--- src/rtl/counter_monitor.sv ---
// Checks an up/down counter's output stream cycle by cycle and keeps a saturating error tally and a sticky fault.
// Latency: one cycle from the sampled count to mismatch/wrap pulses. No backpressure; samples every clk.
// Optional wrap pulses are built only when COUNTER_MONITOR_WRAP_EN is defined.
module counter_monitor #(
  parameter int WIDTH       = 4,
  parameter int ERR_W       = 8,
  parameter int FAULT_LIMIT = 3
) (
  input  logic             clk,
  input  logic             reset_n,
  input  logic             enable,
  input  logic             up_down,
  input  logic [WIDTH-1:0] count,
  input  logic             clear,
  output logic             locked,
  output logic             mismatch,
  output logic [ERR_W-1:0] err_count,
  output logic             fault,
  output logic             wrap_up,
  output logic             wrap_down
);

  localparam logic [1:0]       SYNC         = 2'd0;
  localparam logic [1:0]       TRACK        = 2'd1;
  localparam logic [1:0]       FAULT        = 2'd2;
  localparam logic [3:0]       CONSEC_LIMIT = 4'(FAULT_LIMIT);
  localparam logic [ERR_W-1:0] ERR_MAX      = '1;

  logic [1:0]       state;
  logic [WIDTH-1:0] prev_count;
  logic             prev_en;
  logic             prev_ud;
  logic [3:0]       consec;
  logic [3:0]       consec_inc;
  logic [WIDTH-1:0] expected;
  logic             miss;

  always_comb begin
    expected = prev_count;
    if (prev_en) begin
      expected = prev_ud ? prev_count + WIDTH'(1) : prev_count - WIDTH'(1);
    end
  end

  assign miss       = (state == TRACK) && (count != expected);
  assign consec_inc = consec + 4'd1;

  always_ff @(posedge clk or negedge reset_n) begin
    if (!reset_n) begin
      state      <= SYNC;
      prev_count <= '0;
      prev_en    <= 1'b0;
      prev_ud    <= 1'b0;
      consec     <= '0;
      err_count  <= '0;
      mismatch   <= 1'b0;
      locked     <= 1'b0;
      fault      <= 1'b0;
    end else if (clear) begin
      // clear wins over any mismatch sampled on the same edge
      state     <= SYNC;
      consec    <= '0;
      err_count <= '0;
      mismatch  <= 1'b0;
      locked    <= 1'b0;
      fault     <= 1'b0;
    end else begin
      mismatch <= miss;
      if (state != FAULT) begin
        prev_count <= count;
        prev_en    <= enable;
        prev_ud    <= up_down;
      end
      case (state)
        SYNC: begin
          state  <= TRACK;
          locked <= 1'b1;
        end
        TRACK: begin
          if (miss) begin
            if (err_count != ERR_MAX) err_count <= err_count + ERR_W'(1);
            consec <= consec_inc;
            if (consec_inc == CONSEC_LIMIT) begin
              state  <= FAULT;
              locked <= 1'b0;
              fault  <= 1'b1;
            end
          end else begin
            consec <= '0;
          end
        end
        FAULT: begin
        end
        default: begin
          state  <= SYNC;
          locked <= 1'b0;
        end
      endcase
    end
  end

`ifdef COUNTER_MONITOR_WRAP_EN
  localparam logic [WIDTH-1:0] CNT_MAX = '1;

  logic track_ok;
  assign track_ok = (state == TRACK) && !miss && prev_en;

  always_ff @(posedge clk or negedge reset_n) begin
    if (!reset_n) begin
      wrap_up   <= 1'b0;
      wrap_down <= 1'b0;
    end else if (clear) begin
      wrap_up   <= 1'b0;
      wrap_down <= 1'b0;
    end else begin
      wrap_up   <= track_ok &&  prev_ud && (prev_count == CNT_MAX) && (count == '0);
      wrap_down <= track_ok && !prev_ud && (prev_count == '0) && (count == CNT_MAX);
    end
  end
`else
  assign wrap_up   = 1'b0;
  assign wrap_down = 1'b0;
`endif

endmodule

--- config.mk ---
export PLATFORM = sky130hd
export DESIGN_NAME = counter_monitor
export DESIGN_NICKNAME = d
export VERILOG_FILES = /design/src/rtl/counter_monitor.sv
export SDC_FILE = /design/constraint.sdc
export NUM_CORES = 1
export LEC_CHECK = 0
export BUFFER_PORTS_ARGS = -buffer_cell sky130_fd_sc_hd__buf_4
export CORE_MARGIN = 4
export CORE_UTILIZATION = 30
export DETAILED_ROUTE_END_ITERATION = 10
export GPL_ROUTABILITY_DRIVEN = 0
export GPL_TIMING_DRIVEN = 1
export PLACE_DENSITY_LB_ADDON = 0.3
export SYNTH_ARGS = -nofsm -noshare
export SYNTH_HDL_FRONTEND = slang
export SYNTH_SLANG_ARGS = --single-unit
--- constraint.sdc ---
create_clock -name clk -period 2.5 [get_ports clk]
set_input_delay 0.375 -clock clk [delete_from_list [all_inputs] [get_ports clk]]
set_output_delay 0.375 -clock clk [all_outputs]
set_load 0.03 [all_outputs]
==> flow_summary.toml <==
[finish]
register_area_sq_um = 550.5
layout.cells.most_common = "sky130_fd_sc_hd__buf_4"
diodes = 0
most-common-layout-cells = "30 x sky130_fd_sc_hd__buf_4, 22 x sky130_fd_sc_hd__dfrtp_1, 9 x sky130_fd_sc_hd__nand2_1, 9 x sky130_fd_sc_hd__mux2_2, 8 x sky130_fd_sc_hd__a21oi_1"
layout.core_utilization = 0.4091
layout.nets = 181
final_instance_count_without_filler_cells = 214
fillCellCount = 431
post_layout_inst_area_sq_mm = 0.001695
multi_input_comb_area_sq_um = 790.8
syn2layout_area_growth_pct = 27.59
drive_gt1_frac = 0.3293

[worst_setup_path]
r2r_end = "consec[2]"
path_common_cell = "sky130_fd_sc_hd__or4b_1"
worstPathMaxFanout = 8
setup.worst_path.end = "consec[2]"
r2r_start = "prev_ud"
critical_path.endpoint_type = "register"
ff2ff_setup_slack_ns = -0.08
delay_of_the_slowest_cell_on_the_worst_path_ns = 0.52
critPathKind = "reg2reg"
worst_setup_path_start_kind = "register"
worst_reg_to_reg_path_cell_count = 8
timing.critical_path.cells = "inv_2 > ha_4 > a21o_1 > or4b_1 > and3_4 > o311a_4 > or4b_1 > a31oi_1"
cp-startpoint = "prev_ud"
critical-path-slowest-cell = "sky130_fd_sc_hd__or4b_1"
timing.critical_path.arrival_ns = 2.76
worst-endpoint-required_ns = 2.68

[clock_tree]
cts.root.buffer_cell = "sky130_fd_sc_hd__clkbuf_8"
htree_num_levels = 1
cts_buffer_depth = 2
clk_latency_ns = 0.26
worst_setup_hold_path_clk_slew_ns = 0.08
total_clock_buffers_created_by_cts = 3
tritoncts_num_sinks = 22
tritoncts = "built"

[hold_path]
hold_path_class = "in2reg"

[grt]
grt.overflow.total = 0
number_of_antenna_violations_at_the_first_check_in_global_routing = 0
grt_start_max_net_pins = 23
globalRouteTotalUtil = 0.1237
number_of_global_route_vias_before_repair = 1102
grt_first_pass_wirelength_microns = 5326

[die]
floorplan.die_area_sq_mm = 0.005558
i_o_pin_count = 22
die_span_in_y_microns = 74.55
core_area_sq_mm = 0.004144
die_w_microns = 74.55
rows = 23
initial_core_util = 0.3207

[status]
violated_checks = "setup timing"
run_status = "complete, but fails checks"

[timing]
finalCriticalPeriod_ns = 2.582
worst_slew_margin_rel = 0.5444
timing.fmax_mhz = 387.3
min_period_over_period = 1.033
postLayoutSetupSlackWorst_ns = -0.08194
worst_clock_skew_ns = 0.005408
hold_viol = 0
slew_violations = 0
rsz0062_at_grt = "true"
setup_viol = 11
tightestPinTransition_ns = 0.6834

[job]
drv.max_cap_violation_count = 0

[pwr]
power.ir.vdd_worst_mv = 0.2204
power_density_mw_per_mm2 = 533.2
p_leak_nw = 0.7562

[synth]
netlist_area_sq_mm = 0.001329
synth_area_leaders = "sky130_fd_sc_hd__dfrtp_1 41%, sky130_fd_sc_hd__mux2_2 7.6%, sky130_fd_sc_hd__ha_1 4.7%, sky130_fd_sc_hd__a21oi_1 3.8%, sky130_fd_sc_hd__and3_1 2.8%"
synth_cell_type_count = 38
synth_edf_count = 0
post_synth_inst_count = 135
seq_area_frac_synth = 0.4143
synth_async_sr_flop_share = 1.000
synth_largest_area_cell = "sky130_fd_sc_hd__dfrtp_1"
yosysWarningCount = 0
synth_top_flop_cell = "sky130_fd_sc_hd__dfrtp_1"
synth-seq-cells = 22
synth.top_cell.area_share = 0.4143
avgSynthCellArea_sq_um = 9.843

[placement]
io_buffers = 19
post_dp_cell_area_sq_mm = 0.001598
hpwlAfterDp_microns = 2176
numPlacedInstances = 208

[drt]
via_count = 1119
vias_per_cell = 5.229
top_layer_used = "met4"
finalWirelength_microns = 3090
wl_met2_microns = 1556
drt-pass1-iter-count = 4
wl_per_cell_microns = 14.44
wl_met3_microns = 143
drcViolationCount = 0
drt-met1-wl_microns = 1376
drt_iter0_drc = 48
ant_nets = 0
-- critical path: cells and delay by family, from the launching register on --
family,cells,cell delay (ns)
flip-flops,1,0.40
adder cells (fa/ha/maj),1,0.19
buffers and inverters,1,0.09
AND/OR/NAND/NOR,3,1.18
AO/OA/AOI/OAI,3,0.65
-- Yosys cell counts, types with 2 or more instances --
cell type                  number
sky130_fd_sc_hd__dfrtp_1       22
sky130_fd_sc_hd__a21oi_1       10
sky130_fd_sc_hd__mux2_2         9
sky130_fd_sc_hd__nand2_1        9
sky130_fd_sc_hd__nor2_1         8
sky130_fd_sc_hd__and3_1         6
sky130_fd_sc_hd__ha_1           5
sky130_fd_sc_hd__nand3_1        5
sky130_fd_sc_hd__clkbuf_1       4
sky130_fd_sc_hd__inv_1          4
sky130_fd_sc_hd__nor2b_1        4
sky130_fd_sc_hd__or3_1          4
sky130_fd_sc_hd__xor2_1         4
sky130_fd_sc_hd__nand2b_1       3
sky130_fd_sc_hd__nor3_1         3
sky130_fd_sc_hd__o21ai_0        3
sky130_fd_sc_hd__o31ai_1        3
sky130_fd_sc_hd__or4_1          3
sky130_fd_sc_hd__xnor2_1        3
sky130_fd_sc_hd__a31oi_1        2
sky130_fd_sc_hd__buf_4          2
sky130_fd_sc_hd__nor3b_1        2
sky130_fd_sc_hd__or4b_1         2
-- kinds of logic (layout without fill, tap and decap cells) --
logic type               after synthesis  after routing  synth area share
other                                  1              2          0.002822
buffers and inverters                 11             38           0.03765
adder cells (fa/ha/maj)                6              6           0.06215
XOR/XNOR                               7              7           0.04614
multiplexers                          10             10           0.08381
AO/OA/AOI/OAI                         22             23            0.1102
AND/OR/NAND/NOR                       56             56            0.2429
flip-flops                            22             22            0.4143
-- sequential cells by signal (all words and copies together), names as in the netlist --
| name | count |
|---|---|
| err_count | 8 |
| consec | 4 |
| prev_count | 4 |
| state | 2 |
| fault | 1 |
| mismatch | 1 |
| prev_en | 1 |
| prev_ud | 1 |
-- repair_timing --
action | CTS | global route
hold buffers | 1 | 0
gates resized for setup | 1 | 5
pin swaps | 5 | 1
endpoints found under the hold margin | 1 | 0
setup endpoints to repair | 10 | 16
gates cloned | 1 | 0
buffers inserted | 1 | 0
-- how the worst min path moves through the flow --
stage,slack [ns],end,from,cells past startpoint
after floorplan,0.08,consec[0],reset_n,0
after global placement,0.29,err_count[2],reset_n,1
after detailed placement,0.28,err_count[1],reset_n,1
after CTS,0.34,prev_ud,up_down,3
after global routing,0.35,prev_en,enable,2
final,0.34,prev_ud,up_down,3
-- through the flow --
stage	power, mW	setup slack, ns	hold WS, ns	setup TNS (ns)
CTS	0.9078	-0.09778	0.3420	-0.4815
finish	0.9040	-0.08194	0.3385	-0.3644
floorplan	0.5782	-0.02049	0.07941	-0.02049
global route	0.9664	-0.1907	0.3471	-1.887
global placement	0.6622	-0.02278	0.2870	-0.03174
detailed placement	0.6744	-0.1145	0.2843	-0.5264
-- power breakdown --
group	leakage [nW]	switching (mW)	internal [mW]	total, mW
Sequential	0.288	0.0294	0.381	0.410
Combinational	0.446	0.145	0.133	0.278
Clock	0.0216	0.108	0.107	0.216
-- area by class of cell --
| type | instances | area share |
|---|---|---|
| timing repair buffer | 31 | 0.1387 |
| sequential | 22 | 0.3247 |
| inverter | 4 | 0.008856 |
| tap | 50 | 0.03690 |
| clock buffer | 3 | 0.02435 |
| multi-input combinational | 104 | 0.4664 |
-- layer usage --
layer,track usage,up-vias
li1,-,543
met1,0.1717,552
met2,0.1922,22
met3,0.02432,2
met4,0.04348,0
met5,0,-
(Power assumes the default switching activity.)
